==> src/rtl/adder_rr_sched_if.sv <==
// adder_rr_sched_if: requester-side bus of the round-robin adder scheduler.
// Carries the per-requester operand handshake and the tagged result stream.
// master = requester cluster, slave = scheduler.
interface adder_rr_sched_if #(
  parameter int NUM_REQ = 4,
  parameter int WIDTH   = 8
);
  localparam int ID_W = $clog2(NUM_REQ);

  logic [NUM_REQ-1:0]       req_valid;
  logic [NUM_REQ-1:0]       req_ready;
  logic [NUM_REQ*WIDTH-1:0] req_a;
  logic [NUM_REQ*WIDTH-1:0] req_b;
  logic                     resp_valid;
  logic [ID_W-1:0]          resp_id;
  logic [WIDTH:0]           resp_q;

  modport master (
    output req_valid, req_a, req_b,
    input  req_ready, resp_valid, resp_id, resp_q
  );

  modport slave (
    input  req_valid, req_a, req_b,
    output req_ready, resp_valid, resp_id, resp_q
  );
endinterface

==> src/rtl/adder_rr_sched.sv <==
// adder_rr_sched: shares one registered adder among NUM_REQ requesters.
// A round-robin arbiter picks at most one operand pair per cycle, registers it
// onto the adder inputs, and a {valid,id} shift register follows the operation
// through the adder so the sum comes back tagged with its requester index.
// Defining ADDER_RR_SCHED_STATS_EN adds saturating stat_issued / stat_stall
// counters; without it those ports do not exist.
module adder_rr_sched #(
  parameter int NUM_REQ     = 4,
  parameter int WIDTH       = 8,
  parameter int ADD_LATENCY = 1
) (
  input  logic               clk,
  input  logic               rst,
  input  logic               en,
  adder_rr_sched_if.slave    bus,
  output logic [WIDTH-1:0]   add_a,
  output logic [WIDTH-1:0]   add_b,
  input  logic [WIDTH:0]     add_q
`ifdef ADDER_RR_SCHED_STATS_EN
  ,
  output logic [31:0]        stat_issued,
  output logic [31:0]        stat_stall
`endif
);

  localparam int ID_W = $clog2(NUM_REQ);

  logic [ID_W-1:0]    rr_ptr_q, rr_ptr_d;
  logic [NUM_REQ-1:0] grant_s;
  logic [ID_W-1:0]    grant_id_s;
  logic               xfer_s;

  logic [WIDTH-1:0]   add_a_q, add_a_d;
  logic [WIDTH-1:0]   add_b_q, add_b_d;

  // Stage k holds the op issued k+1 cycles ago; the last stage lines up with add_q.
  logic [ADD_LATENCY:0] pipe_vld_q, pipe_vld_d;
  logic [ID_W-1:0]      pipe_id_q [ADD_LATENCY+1];
  logic [ID_W-1:0]      pipe_id_d [ADD_LATENCY+1];

  logic               resp_valid_q, resp_valid_d;
  logic [ID_W-1:0]    resp_id_q, resp_id_d;
  logic [WIDTH:0]     resp_q_q, resp_q_d;

`ifdef ADDER_RR_SCHED_STATS_EN
  logic [31:0]        stat_issued_q, stat_issued_d;
  logic [31:0]        stat_stall_q, stat_stall_d;
`endif

  // Round-robin search from rr_ptr: first valid requester wins, gated by en.
  always_comb begin
    logic [ID_W-1:0] idx;
    logic            hit;
    grant_s    = {NUM_REQ{1'b0}};
    grant_id_s = {ID_W{1'b0}};
    xfer_s     = 1'b0;
    idx        = {ID_W{1'b0}};
    hit        = 1'b0;
    for (int k = 0; k < NUM_REQ; k++) begin
      idx          = ID_W'((int'(rr_ptr_q) + k) % NUM_REQ);
      hit          = en & bus.req_valid[idx] & ~xfer_s;
      grant_s[idx] = grant_s[idx] | hit;
      grant_id_s   = hit ? idx : grant_id_s;
      xfer_s       = xfer_s | hit;
    end
  end

  // Next state: capture granted operands, advance pointer and tracking pipe, form response.
  always_comb begin
    rr_ptr_d      = rr_ptr_q;
    add_a_d       = add_a_q;
    add_b_d       = add_b_q;
    pipe_vld_d    = {pipe_vld_q[ADD_LATENCY-1:0], xfer_s};
    pipe_id_d[0]  = grant_id_s;
    for (int k = 1; k <= ADD_LATENCY; k++) begin
      pipe_id_d[k] = pipe_id_q[k-1];
    end
    resp_valid_d  = pipe_vld_q[ADD_LATENCY];
    resp_id_d     = resp_id_q;
    resp_q_d      = resp_q_q;

    if (xfer_s) begin
      add_a_d = bus.req_a[int'(grant_id_s)*WIDTH +: WIDTH];
      add_b_d = bus.req_b[int'(grant_id_s)*WIDTH +: WIDTH];
      if (int'(grant_id_s) == NUM_REQ - 1) begin
        rr_ptr_d = {ID_W{1'b0}};
      end else begin
        rr_ptr_d = grant_id_s + ID_W'(1);
      end
    end else begin
      rr_ptr_d = rr_ptr_q;
    end

    // The adder output is only meaningful when the tracked op reaches the end.
    if (pipe_vld_q[ADD_LATENCY]) begin
      resp_id_d = pipe_id_q[ADD_LATENCY];
      resp_q_d  = add_q;
    end else begin
      resp_id_d = resp_id_q;
      resp_q_d  = resp_q_q;
    end
  end

`ifdef ADDER_RR_SCHED_STATS_EN
  // Saturating event counters: issued transfers and cycles with demand but no transfer.
  always_comb begin
    stat_issued_d = stat_issued_q;
    stat_stall_d  = stat_stall_q;
    if (xfer_s && (stat_issued_q != 32'hFFFF_FFFF)) begin
      stat_issued_d = stat_issued_q + 32'd1;
    end else begin
      stat_issued_d = stat_issued_q;
    end
    if ((|bus.req_valid) && !xfer_s && (stat_stall_q != 32'hFFFF_FFFF)) begin
      stat_stall_d = stat_stall_q + 32'd1;
    end else begin
      stat_stall_d = stat_stall_q;
    end
  end

  // Counter registers with synchronous reset.
  always_ff @(posedge clk) begin
    if (rst) begin
      stat_issued_q <= 32'd0;
      stat_stall_q  <= 32'd0;
    end else begin
      stat_issued_q <= stat_issued_d;
      stat_stall_q  <= stat_stall_d;
    end
  end

  assign stat_issued = stat_issued_q;
  assign stat_stall  = stat_stall_q;
`endif

  // State registers; reset drops every in-flight op so no response ever appears for it.
  always_ff @(posedge clk) begin
    if (rst) begin
      rr_ptr_q     <= {ID_W{1'b0}};
      add_a_q      <= {WIDTH{1'b0}};
      add_b_q      <= {WIDTH{1'b0}};
      pipe_vld_q   <= {(ADD_LATENCY+1){1'b0}};
      for (int k = 0; k <= ADD_LATENCY; k++) begin
        pipe_id_q[k] <= {ID_W{1'b0}};
      end
      resp_valid_q <= 1'b0;
      resp_id_q    <= {ID_W{1'b0}};
      resp_q_q     <= {(WIDTH+1){1'b0}};
    end else begin
      rr_ptr_q     <= rr_ptr_d;
      add_a_q      <= add_a_d;
      add_b_q      <= add_b_d;
      pipe_vld_q   <= pipe_vld_d;
      for (int k = 0; k <= ADD_LATENCY; k++) begin
        pipe_id_q[k] <= pipe_id_d[k];
      end
      resp_valid_q <= resp_valid_d;
      resp_id_q    <= resp_id_d;
      resp_q_q     <= resp_q_d;
    end
  end

  assign bus.req_ready  = grant_s;
  assign bus.resp_valid = resp_valid_q;
  assign bus.resp_id    = resp_id_q;
  assign bus.resp_q     = resp_q_q;
  assign add_a          = add_a_q;
  assign add_b          = add_b_q;

endmodule
==> src/flat_wrapper.sv <==
// flat-port wrapper written by rule: the top's interface ports become plain ports
module adder_rr_sched_flat 
#(
  parameter int NUM_REQ     = 4,
  parameter int WIDTH       = 8,
  parameter int ADD_LATENCY = 1
)
  (clk, rst, en, add_a, add_b, add_q, bus_req_valid, bus_req_a, bus_req_b, bus_req_ready, bus_resp_valid, bus_resp_id, bus_resp_q);
  adder_rr_sched_if #(.NUM_REQ(NUM_REQ), .WIDTH(WIDTH)) bus_i ();
  input  logic clk;
  input  logic rst;
  input  logic en;
  output logic [WIDTH-1:0] add_a;
  output logic [WIDTH-1:0] add_b;
  input  logic [WIDTH:0] add_q;
  input wire logic [$bits(bus_i.req_valid)-1:0] bus_req_valid;
  input wire logic [$bits(bus_i.req_a)-1:0] bus_req_a;
  input wire logic [$bits(bus_i.req_b)-1:0] bus_req_b;
  output wire logic [$bits(bus_i.req_ready)-1:0] bus_req_ready;
  output wire logic [$bits(bus_i.resp_valid)-1:0] bus_resp_valid;
  output wire logic [$bits(bus_i.resp_id)-1:0] bus_resp_id;
  output wire logic [$bits(bus_i.resp_q)-1:0] bus_resp_q;
  assign bus_i.req_valid = bus_req_valid;
  assign bus_i.req_a = bus_req_a;
  assign bus_i.req_b = bus_req_b;
  assign bus_req_ready = bus_i.req_ready;
  assign bus_resp_valid = bus_i.resp_valid;
  assign bus_resp_id = bus_i.resp_id;
  assign bus_resp_q = bus_i.resp_q;
  adder_rr_sched #(.NUM_REQ(NUM_REQ), .WIDTH(WIDTH), .ADD_LATENCY(ADD_LATENCY)) u_core (.clk(clk), .rst(rst), .en(en), .bus(bus_i), .add_a(add_a), .add_b(add_b), .add_q(add_q));
endmodule
==> config.mk <==
export PLATFORM = sky130hd
export DESIGN_NAME = adder_rr_sched_flat
export DESIGN_NICKNAME = d
export VERILOG_FILES = /design/src/rtl/adder_rr_sched_if.sv /design/src/rtl/adder_rr_sched.sv /design/src/flat_wrapper.sv
export SDC_FILE = /design/constraint.sdc
export NUM_CORES = 1
export LEC_CHECK = 0
export BUFFER_PORTS_ARGS = -buffer_cell sky130_fd_sc_hd__buf_2
export CAP_MARGIN = 20
export CORE_MARGIN = 4
export CORE_UTILIZATION = 50
export CTS_BUF_LIST = sky130_fd_sc_hd__clkbuf_2 sky130_fd_sc_hd__clkbuf_4 sky130_fd_sc_hd__clkbuf_8
export CTS_CLUSTER_DIAMETER = 100
export CTS_CLUSTER_SIZE = 16
export DETAILED_ROUTE_END_ITERATION = 10
export GPL_TIMING_DRIVEN = 0
export PLACE_DENSITY = 0.93
export RECOVER_POWER = 100
export SYNTH_ARGS = -nofsm -noshare
export SYNTH_HDL_FRONTEND = slang
export SYNTH_SLANG_ARGS = --single-unit
export TNS_END_PERCENT = 50
==> constraint.sdc <==
create_clock -name clk -period 4.5 [get_ports clk]
set_input_delay 0.45 -clock clk [delete_from_list [all_inputs] [get_ports clk]]
set_output_delay 0.45 -clock clk [all_outputs]
set_load 0.01 [all_outputs]
After elaboration in Yosys (flattened, before gate mapping):

Memories as Yosys holds them, arrays and structs flattened. A register that Yosys moved wholly into a read port is not among the register bits.
Index checks and enable logic that the tools add are counted.

* flip-flop bits (word level): 30
* RAM bits: 4
* output and inout port bits: 32
* logic and storage cells: 83
* memories: 1

Memory list
* u_core.pipe_id_q: words 2, bits a word 2, read ports 2, clocked after Yosys merged registers in 1, wr ports 2, line adder_rr_sched.sv:38 `logic [ID_W-1:0] pipe_id_q [ADD_LATENCY+1];`

* add/subtract/negate cells: 4
* order comparisons: 8
* equal/unequal tests: 1
* shift-type cells: 2
* mux-type cells: 37
* bitwise logic cells: 20
* reduce and logical (&&, ||, !) cells: 4

Operators by type and width (number)
* variable part select 32 x 6 -> 8 bit: 2
* binary-select mux 1 bit (select 2 bit): 8
* two-way mux 1 bit: 15
* two-way mux 2 bit: 7
* bitwise mux 4 bit: 3
* < comparator 2 x 3 -> 1 bit, second input constant: 4
* OR 1 bit: 9
* demux 1 bit (select 2 bit): 4
* greater-or-equal comparator 2 x 1 -> 1 bit, second input constant: 4
* AND 1 bit: 7
* adder 2 x 1 -> 2 bit, second input constant: 2
* adder 2 bit, second input constant: 2
* AND 4 bit: 1
* logical AND 1 bit: 4
* inverter 1 bit: 3
* == test 2 x 1 -> 1 bit, second input constant: 1

Depth between registers and ports, before layout:

Gate-level depths: netlist of run 1.

* word-level depth: 17
* mapped depth: 15
* depth with buffers taken out: 12

Worst setup path after synthesis of run 1:

No wires, ideal clock.

* path kind: register to output
* start point: reg u_core.rr_ptr_q[1]
* end point: out bus_req_ready[2]
* data arrival time: 2668 ps
* required time: 4050 ps
* setup slack: 1382 ps
* stages on the path, launching flop included: 12
* buffers on the path: 2
* path through: dfxtp_1 buf_6 inv_1 ha_1 buf_4 mux4_2 mux2i_2 o211ai_1 a311oi_1 o311ai_2 o22ai_2 a211oi_1

* longest elaborated chain between the ends: 17

RTL lines
* start: declaration: line adder_rr_sched.sv:28 `logic [ID_W-1:0] rr_ptr_q, rr_ptr_d;`
* start signal: assignment: line adder_rr_sched.sv:139 `rr_ptr_q <= {ID_W{1'b0}};`
* start signal: assignment: line adder_rr_sched.sv:150 `rr_ptr_q <= rr_ptr_d;`
* < comparator 2 x 3 -> 1 bit (implied by the code) (tied with other cells): line adder_rr_sched.sv:62 `grant_s[idx] = grant_s[idx] | hit;`
* logical AND 1 bit (implied by the code) or two-way mux 1 bit (tied branches): line adder_rr_sched.sv:62, adder_rr_sched.sv:61
* two-way mux 1 bit (implied by the code) or AND 1 bit (tied branches): line adder_rr_sched.sv:62, adder_rr_sched.sv:61
* demux 1 bit (select 2 bit) or OR 1 bit (tied branches)
* AND 4 bit (no line)
* binary-select mux 1 bit (select 2 bit): line adder_rr_sched.sv:62
* two-way mux 1 bit (implied by the code): line adder_rr_sched.sv:62
* OR 1 bit: line adder_rr_sched.sv:62
* bitwise mux 4 bit: line adder_rr_sched.sv:62
* binary-select mux 1 bit (select 2 bit): line adder_rr_sched.sv:62
* two-way mux 1 bit (implied by the code): line adder_rr_sched.sv:62
* OR 1 bit: line adder_rr_sched.sv:62
* bitwise mux 4 bit: line adder_rr_sched.sv:62
* binary-select mux 1 bit (select 2 bit): line adder_rr_sched.sv:62
* two-way mux 1 bit (implied by the code): line adder_rr_sched.sv:62
* OR 1 bit: line adder_rr_sched.sv:62
* bitwise mux 4 bit *: line adder_rr_sched.sv:62
* end: declaration: line flat_wrapper.sv:19 `output wire logic [$bits(bus_i.req_ready)-1:0] bus_req_ready;`

Every way passes the cells marked *; elsewhere a longest branch is shown, timed or not. The select of a mux whose other input is x is not followed.

Final worst setup path of run 1:

* start point: reg u_core.rr_ptr_q[1]
* end point: out bus_req_ready[0]

The elaborated chain is that of the path after synthesis.

==> impl_results.md, run 1 <==
- Status: complete, no violations
- Routed WL: 6660 um
- Routed wl met3: 437 um
- Num CTS Buffers: 5
- ANT cells: 0
- Die area: 0.00630 sq mm
- Total Neg Setup Slack: 0 ns
- WL per Instance: 14.7 um
- Vias in the first global route: 2507
- Period minus WS final: 4.05 ns
- Post-synthesis sequential area ratio: 28.3%
- PortBufs: 111
- Setup Skew: 0.00198 ns
- Multi-input gate area: 0.00162 sq mm
- Slew @ Worst Pin: 1.40 ns
- Vias per Instance: 5.46
- Layout cells sized above 1: 30.6%
- Final Non-Filler Cells: 452
- RSZ-0062 raised after global routing: false
- Synth Flop Type: dfxtp_1
- Switching share of total power: 33.6%
- Max Buffers Root-to-Sink: 2
- # nets final: 469
- Die width: 79.3 um
- CTS tree: done
- Met2 Wirelength: 3620 um
- CP max FO: 10
- Placed cells: 444
- First-pass GRT wire length: 11200 um
- Flop2flop setup slack: 0.69 ns
- PwrDens: 353 mW/mm^2
- Leakage dissipation: 0.00152 uW
- I/O Pins: 112
- Ys async rst share: 0%
- Synth unique cells: 48
- Combinational share of power: 43.7%
- DRT antenna net count: 0
- Mapped Cells: 266
- Most common cell after layout, fill and taps aside: buf_2
- Internal Power: 759 uW
- Netlist Area Pre-Place: 0.00254 sq mm
- Root Buffer: clkbuf_8
- Max-Cap Viols: 0
- Post-route DRC violation count: 0
- Placer Congestion: 0.879
- Half-perimeter wire length after detailed placement: 5340 um
- Max Clk Rate: 247 MHz
- Global route overflow: 0
- Largest net degree at the start of global routing: 12
- Uppermost layer routed: met4
- Met1 WL: 2480 um
- Postcts setup bufs: 0
- Post-Syn Nets: 351
- Worst-Skew Late Latency: 0.28 ns
- Resized cells post-CTS: 0
- H-tree lvl count: 2
- Sink Count: 36
- Synthesized area per cell: 9.57 sq um
- Std cell rows: 25
- Switch Pwr: 384 uW
- EDFF count, synth: 0
- Via count: 2469
- WS Path Type: register to primary output
- Peak supply drop: 0.201 mV
- Sequential Power Share: 31.8%
- Clk pwr share: 24.5%
- Area Growth Syn to Fin: 27.0%
- Most frequent cells in the layout: buf_2 (83), mux2i_1 (46), clkbuf_1 (39), dfxtp_1 (36), nor2_1 (23)
- Setup crit end kind: primary output
- Worst EP required: 4.05 ns
- Final Slew Violations: 0
- Synthesis-stage register bit count: 36
- Relative slew slack: 5.99%
- Initial DRC count: 253
- First-pass DRT Iterations: 5
- Initial Util: 52.8%
- Hold WC Path Type: input port to register
- Worst path arrival time: 3.60 ns
- Startpoint Class: register
- CORE AREA: 0.00482 sq mm
- Initial antenna violation count: 0
- Yosys warns: 0
- GRT Resource Usage Total: 22.0%
- Post-CTS Hold Fix Bufs: 0
- Clock-pin slew on the worst setup and hold paths: 0.07 ns
- Setup violators final: 0
- Die height: 79.3 um
- Fin. Hold Viols: 0
- Layout fillers: 394
- Tcrit/Tclk final: 90.0%
- Storage cell area: 721 sq um
## metal layers
metal	GRT usage (%)	vias to the layer above
li1	-	1204
met4	7.56	0
met1	24.3	1142
met2	41.2	111
met3	4.88	12
met5	0	-
## Yosys cell counts (2+ instances only)
cell       count  area (sq um)
a211oi_1       4          30.0
a21oi_1        3          15.0
a22oi_1        2          15.0
a311oi_1       2          17.5
a31oi_1        2          12.5
and3b_1        4          35.0
buf_12         3          60.1
buf_2          3          15.0
buf_6          3          33.8
clkbuf_1       7          26.3
dfxtp_1       36           721
ha_1           5          62.6
inv_1         10          37.5
mux2_1         6          67.6
mux2_2        10           113
mux2_4         2          30.0
mux2i_1       45           450
mux4_2         4          90.1
nand2_1       11          41.3
nand3_1        3          15.0
nand3b_1      16           120
nor2_1        23          86.3
nor2b_1        5          31.3
nor3_1         4          20.0
nor3b_1        4          30.0
o2111ai_1      2          17.5
o211ai_1       5          37.5
o21ai_1       17          85.1
o31ai_1        4          30.0
or2b_1         3          22.5
## worst paths after layout
check / from / to / cells past startpoint
worst max-delay path: u_core.rr_ptr_q[1] / bus_req_ready[0] / 12
worst min-delay path: add_q[4] / u_core.bus.resp_q[4] / 3
worst max register to register: u_core.rr_ptr_q[1] / u_core.rr_ptr_q[1] / 14
worst min register to register: u_core.pipe_id_q[0][1] / u_core.pipe_id_q[1][1] / 1
## worst max-delay path, cell delays in order (launching register included)
cell and delay (ns):
dfxtp_1 0.37, buf_6 0.16, inv_1 0.12, ha_1 0.34, buf_4 0.18, mux4_2 0.35, mux2i_1 0.40, o211ai_1 0.20
a311oi_1 0.41, o311ai_1 0.23, a21oi_1 0.31, o31ai_1 0.10, buf_2 0.14
## registers in the layout, indices dropped and copies added, names as in the netlist
signal                 count
u_core.rr_ptr_q            2
u_core.pipe_vld_q          2
u_core.bus.resp_q          9
u_core.bus.resp_id         2
u_core.add_b               8
u_core.pipe_id_q           4
u_core.bus.resp_valid      1
u_core.add_a               8
## power by group through the flow
stage               registers (uW)  clock network, uW  logic [uW]
floorplan                      378                  0         370
global placement               368                  0         504
detailed placement             369                  0         518
CTS                            363                283         519
global route                   367                303         547
finish                         364                280         500
## through the flow
| step | setup slack [ns] | cell area [sq um] | hold WS (ns) | util (%) | power, uW |
|---|---|---|---|---|---|
| 2_1_floorplan | 1.38 | 2540 | 0.414 | - | 748 |
| 3_3_place_gp | 0.971 | 3180 | 0.418 | 66.1 | 872 |
| 3_5_place_dp | 0.877 | 3180 | 0.433 | 66.1 | 887 |
| 4_1_cts | 0.557 | 3300 | 0.401 | 68.4 | 1170 |
| 5_1_grt | 0.203 | 3230 | 0.411 | 67.1 | 1220 |
| 6_report | 0.450 | 3230 | 0.405 | 67.1 | 1140 |
## logic make-up (layout without fill, tap and decap cells)
logic type	count (synthesis)	after routing	synth area share [%]
simple gates	78	78	17.7
flops	36	36	28.3
fa+ha+maj	5	5	2.46
mux	68	68	30.0
compound gates	51	51	14.3
buf+inv	28	147	7.23
## cell type report
class | instances | area share [%]
buffer | 18 | 4.53
clock buffer | 6 | 2.36
clock inverter | 2 | 1.08
inverter | 10 | 1.16
multi-input combinational | 202 | 50.0
sequential | 36 | 22.3
tap | 67 | 2.59
timing repair buffer | 111 | 16.0
No activity file was read; power rests on OpenSTA's default activity.
==> inputs of run 2 (changes only) <==
--- a/config.mk
+++ b/config.mk
@@ -8,13 +8,13 @@
 export BUFFER_PORTS_ARGS = -buffer_cell sky130_fd_sc_hd__buf_2
 export CAP_MARGIN = 20
 export CORE_MARGIN = 4
-export CORE_UTILIZATION = 50
+export CORE_UTILIZATION = 53
 export CTS_BUF_LIST = sky130_fd_sc_hd__clkbuf_2 sky130_fd_sc_hd__clkbuf_4 sky130_fd_sc_hd__clkbuf_8
 export CTS_CLUSTER_DIAMETER = 100
 export CTS_CLUSTER_SIZE = 16
 export DETAILED_ROUTE_END_ITERATION = 10
 export GPL_TIMING_DRIVEN = 0
-export PLACE_DENSITY = 0.93
+export PLACE_DENSITY = 0.95
 export RECOVER_POWER = 100
 export SYNTH_ARGS = -nofsm -noshare
 export SYNTH_HDL_FRONTEND = slang
==> run 2 against run 1 <==
  * Flip-flop and latch count is the same
  * Via count shrank 0.41%
  * Maximum frequency grew 3.2%
  * Count of clock-buffer cells in the layout grew 1
  * Register-to-register slack is essentially flat
  * Utilization grew 3.9 points
  * Routed wire length grew 0.71%
  * Clock skew grew 0.0042 ns
  * Non-clock buffer count is the same
  * Critical path type unchanged
  * Largest cell class unchanged
  * Highest routed layer unchanged
==> impl_results.md, run 2 (synthesis gave the netlist of run 1 again) <==
- PwrDens: 347 mW/mm^2
- Std cell rows: 24
- I/O Pins: 112
- Total Power: 1110 uW
- Half-perimeter wire length after detailed placement: 5200 um
- Worst path arrival time: 3.47 ns
- Postcts setup bufs: 0
- Clock-pin slew on the worst setup and hold paths: 0.07 ns
- Global route overflow: 0
- Setup Skew: 0.00622 ns
- Total Neg Setup Slack: 0 ns
- Max Buffers Root-to-Sink: 2
- Post-CTS Hold Fix Bufs: 0
- Relative slew slack: 9.48%
- Sink Count: 36
- Placer Congestion: 0.893
- H-tree lvl count: 2
- Max Clk Rate: 255 MHz
- CP max FO: 9
- Most frequent cells in the layout: buf_2 (84), mux2i_1 (46), clkbuf_1 (38), dfxtp_1 (36), nor2_1 (23)
- Setup crit end kind: primary output
- WS Path Type: register to primary output
- Final Slew Violations: 0
- WL per Instance: 15.4 um
- Die area: 0.00597 sq mm
- First-pass GRT wire length: 11000 um
- Resized cells post-CTS: 0
- Max reg flops: 9
- CORE AREA: 0.00450 sq mm
- Layout cells sized above 1: 30.7%
- Die width: 77.3 um
- Largest net degree at the start of global routing: 11
- Initial antenna violation count: 0
- GRT Resource Usage Total: 22.3%
- RSZ-0062 raised after global routing: false
- First-pass DRT Iterations: 4
- Tcrit/Tclk final: 87.2%
- Flop2flop setup slack: 0.70 ns
- Period minus WS final: 3.92 ns
- Initial DRC count: 149
- Leakage dissipation: 0.00151 uW
- Vias in the first global route: 2497
- Worst-Skew Late Latency: 0.28 ns
- ANT cells: 0
- Die height: 77.3 um
- # nets final: 469
- CTS tree: done
- Slew @ Worst Pin: 1.35 ns
- Status: complete, no violations
- Vias per Instance: 5.64
- Area Growth Syn to Fin: 25.8%
- Worst EP required: 4.05 ns
- Peak supply drop: 0.183 mV
- Via count: 2459
- Most common cell after layout, fill and taps aside: buf_2
- Num CTS Buffers: 5
- Setup violators final: 0
- DRT antenna net count: 0
- Root Buffer: clkbuf_8
- Fin. Hold Viols: 0
- Final core occ: 71.1%
- PortBufs: 111
- Post-route DRC violation count: 0
- Hold WC Path Type: input port to register
- Startpoint Class: register
- Routed WL: 6700 um
- Initial Util: 56.5%
- Max-Cap Viols: 0
-- run 2: stage by stage --
stage	setup slack (ns)	instances	instance area, sq um	hold WS (ns)
global placement	1.03	429	3170	0.418
CTS	0.648	436	3260	0.393
detailed placement	0.985	429	3170	0.429
floorplan	1.38	266	2540	0.414
finish	0.576	436	3200	0.402
global route	0.255	436	3200	0.416
-- run 2: metal layers --
layer / GRT usage, % / vias up / wire length [um]
met5: 0 / - / 0
met4: 8.54 / 0 / 129
met3: 4.22 / 11 / 459
met2: 42.1 / 112 / 3420
met1: 24.2 / 1127 / 2690
li1: - / 1209 / -
-- run 2: power breakdown --
group          internal, uW  switching [uW]  total (uW)
Combinational           242             258         501
Clock                   136             109         245
Sequential              348            16.6         364
Total                   726             384        1110
-- run 2: area by class of cell --
class | count | area, sq um
clock buffers | 7 | 96.3
inverters | 10 | 37.5
repair buffers | 111 | 518
multi-input cells | 202 | 1620
well taps | 52 | 65.1
plain buffers | 18 | 146
fillers | 364 | 1300
flip-flops and latches | 36 | 721
-- run 2: critical path: stages, from the launching register on --
cell and delay, ns:
dfxtp_1 0.37, buf_6 0.15, inv_1 0.11, ha_1 0.34
mux4_2 0.53, mux2i_1 0.35, o211ai_1 0.19, a311oi_1 0.36
o311ai_1 0.23, o22ai_2 0.28, a211oi_1 0.11, buf_2 0.17
-- run 2: path summary, 6_finish.rpt --
check	from	endpoint	depth (start not counted)
worst min-delay path	add_q[5]	u_core.bus.resp_q[5]	3
worst max register to register	u_core.rr_ptr_q[1]	u_core.rr_ptr_q[1]	14
worst min register to register	u_core.pipe_id_q[0][0]	u_core.pipe_id_q[1][0]	1
worst max-delay path	u_core.rr_ptr_q[1]	bus_req_ready[2]	11
==> inputs of run 3 (changes only) <==
--- a/config.mk
+++ b/config.mk
@@ -5,10 +5,11 @@
 export SDC_FILE = /design/constraint.sdc
 export NUM_CORES = 1
 export LEC_CHECK = 0
+export ABC_AREA = 1
 export BUFFER_PORTS_ARGS = -buffer_cell sky130_fd_sc_hd__buf_2
 export CAP_MARGIN = 20
 export CORE_MARGIN = 4
-export CORE_UTILIZATION = 53
+export CORE_UTILIZATION = 51
 export CTS_BUF_LIST = sky130_fd_sc_hd__clkbuf_2 sky130_fd_sc_hd__clkbuf_4 sky130_fd_sc_hd__clkbuf_8
 export CTS_CLUSTER_DIAMETER = 100
 export CTS_CLUSTER_SIZE = 16
==> run 3 against run 2 <==
  * Non-clock buffer count decreased by 3
  * Routed wire length fell by 0.51%
  * Die area is 6.4% lower
  * Critical path type is now register to register
==> impl_results.md, run 3 <==
- CTS tree: done
- GRT Resource Usage Total: 23.5%
- Hold Startpoint: add_q[2]
- Post-route cell area: 0.00291 sq mm
- Max reg flops: 9
- Max incr delay on CP: 0.97 ns
- Die area: 0.00559 sq mm
- Setup crit end kind: register
- Worst-Skew Late Latency: 0.29 ns
- Peak supply drop: 0.550 mV
- Sequential Power Share: 23.2%
- Top post-synthesis cells by area: dfxtp_1 (32%), nand2_1 (15%), nand3_1 (11%)
- Area Growth Syn to Fin: 27.8%
- Internal Power: 1010 uW
- Startpoint Class: register
- Setup violators final: 0
- Synthesized area per cell: 6.98 sq um
- Die width: 74.8 um
- Hold depth: 3
- Die height: 74.8 um
- Half-perimeter wire length after detailed placement: 5200 um
- Setup Skew: 0.00527 ns
- Clk pwr share: 11.4%
- R2R depth: 14
- DRT antenna net count: 0
- Hold WC Path Type: input port to register
- Post-CTS Hold Fix Bufs: 0
- Combinational share of power: 65.4%
- Routed WL: 6670 um
- Post-Syn Nets: 411
- RSZ-0062 raised after global routing: false
- Ys async rst share: 0%
- Root Buffer: clkbuf_8
- Post-route DRC violation count: 0
- Max Clk Rate: 251 MHz
- Relative slew slack: 16.5%
- Layout cells sized above 1: 28.2%
- Switching share of total power: 49.8%
- Slew @ Worst Pin: 1.24 ns
- Sink Count: 36
- Fin. Hold Viols: 0
- Synth cell count leaders: nand2_1 (90), nand3_1 (50), dfxtp_1 (36), nor2_1 (34), inv_1 (22)
- Stages on the worst setup path: 14
- PortBufs: 110
- WP buf/inv: 4
- Count leader, synth: nand2_1
- RR Startpoint: u_core.rr_ptr_q[0]
- Resized cells post-CTS: 0
- Std cell rows: 24
- Most common cell after layout, fill and taps aside: nand2_1
- Switch Pwr: 1000 uW
- Initial Util: 52.6%
- Max Buffers Root-to-Sink: 2
- Status: complete, no violations
- Num CTS Buffers: 5
- Largest area contributor in the netlist: dfxtp_1
- Via count: 2717
- Mapped Cells: 326
- CORE AREA: 0.00432 sq mm
- Netlist Area Pre-Place: 0.00227 sq mm
- Tcrit/Tclk final: 88.6%
- Initial antenna violation count: 0
- Share of the synthesized area in the top cell type: 31.7%
- Leakage dissipation: 0.00148 uW
- Total Neg Setup Slack: 0 ns
- Largest net degree at the start of global routing: 13
- Vias per Instance: 5.48
- Period minus WS final: 3.99 ns
- Post-DP Area: 0.00289 sq mm
- Worst EP required: 4.68 ns
- Initial DRC count: 198
- EDFF count, synth: 0
- Global route overflow: 0
- WL per Instance: 13.4 um
- Max-Cap Viols: 0
- Placer Congestion: 0.867
- Crit-path cells: inv_2 -> clkbuf_2 -> ha_1 -> inv_1 -> nor2_1 -> nor3_4 -> or2_2 -> nor2_1 -> nand2_4 -> o21ai_0 -> buf_6 -> ha_1 -> nand2_1 -> o21ai_0
- Final Slew Violations: 0
- CP max FO: 11
- Flop2flop setup slack: 0.51 ns
- Vias in the first global route: 2381
- Synth unique cells: 30
- CP top delay family: compound AO/OA/AOI/OAI gates
- First-pass DRT Iterations: 5
- ANT cells: 0
- WS Path Type: register to register
- DP Worst Slack: 1.17 ns
- First-pass GRT wire length: 10200 um
- PwrDens: 691 mW/mm^2
- Clock-pin slew on the worst setup and hold paths: 0.08 ns
- I/O Pins: 112
- Worst R2R End: u_core.rr_ptr_q[1]
- Worst path arrival time: 4.16 ns
- Slowest cell on crit path: o21ai_0
- Yosys warns: 0
- # nets final: 528
- Hold Crit Endpoint: u_core.bus.resp_q[2]
- H-tree lvl count: 2
- Synthesis-stage register bit count: 36
- Setup ws final: 0.513 ns
- Postcts setup bufs: 0
- Post-synthesis sequential area ratio: 31.7%
- Most frequent cells in the layout: nand2_1 (91), buf_2 (88), nand3_1 (50), nor2_1 (36), dfxtp_1 (36)
- Synth Flop Type: dfxtp_1
==> run 3: cell type report <==
type                            count  area (sq um)
Buffer                             16          92.6
Clock buffer                        5          68.8
Clock inverter                      3          18.8
Fill cell                         368          1420
Inverter                           26           100
Multi-Input combinational cell    248          1330
Sequential cell                    36           721
Tap cell                           52          65.1
Timing Repair Buffer              110           514
==> run 3: metrics by stage <==
stage | cells | util, % | total power [uW] | hold slack (ns)
2_1_floorplan | 326 | - | 1460 | 0.388
3_3_place_gp | 488 | 66.8 | 1790 | 0.391
3_5_place_dp | 488 | 66.8 | 1820 | 0.395
4_1_cts | 496 | 68.9 | 2050 | 0.372
5_1_grt | 496 | 67.2 | 2180 | 0.383
6_report | 496 | 67.2 | 2010 | 0.375
==> run 3: metal layers <==
layer | track usage (%) | share of wire, % | wire length (um) | up-vias
li1 | - | - | - | 1330
met1 | 27.3 | 39 | 2630 | 1213
met2 | 42.3 | 48 | 3230 | 157
met3 | 5.21 | 10 | 672 | 17
met4 | 8.10 | 2.1 | 140 | 0
met5 | 0 | 0 | 0 | -
==> run 3: worst max-delay path by stage <==
stage | from | to | slack [ns]
detailed placement | u_core.rr_ptr_q[0] | bus_req_ready[3] | 1.17
finish | u_core.rr_ptr_q[0] | u_core.rr_ptr_q[1] | 0.51
floorplan | u_core.rr_ptr_q[0] | bus_req_ready[0] | 1.66
global placement | u_core.rr_ptr_q[0] | bus_req_ready[1] | 1.22
CTS | u_core.rr_ptr_q[0] | bus_req_ready[3] | 0.84
global route | u_core.rr_ptr_q[0] | u_core.rr_ptr_q[1] | 0.25
==> run 3: cell families after synthesis <==
group,after synthesis,share of synthesized area [%]
AND/OR/NAND/NOR,201,42.5
adder cells (fa/ha/maj),5,2.75
flip-flops,36,31.7
buffers and inverters,42,8.80
AO/OA/AOI/OAI,42,14.2
==> run 3: power groups by stage <==
stage / registers (uW) / logic (uW) / clock network, uW
floorplan: 494 / 969 / 0
global route: 474 / 1460 / 247
CTS: 462 / 1360 / 232
finish: 466 / 1310 / 230
detailed placement: 469 / 1350 / 0
global placement: 465 / 1320 / 0
==> run 3: worst min-delay path: cells and delay by family <==
kind	cells	cell delay [ns]
and+or+nand+nor	2	0.11
buffers and inverters	1	0.08
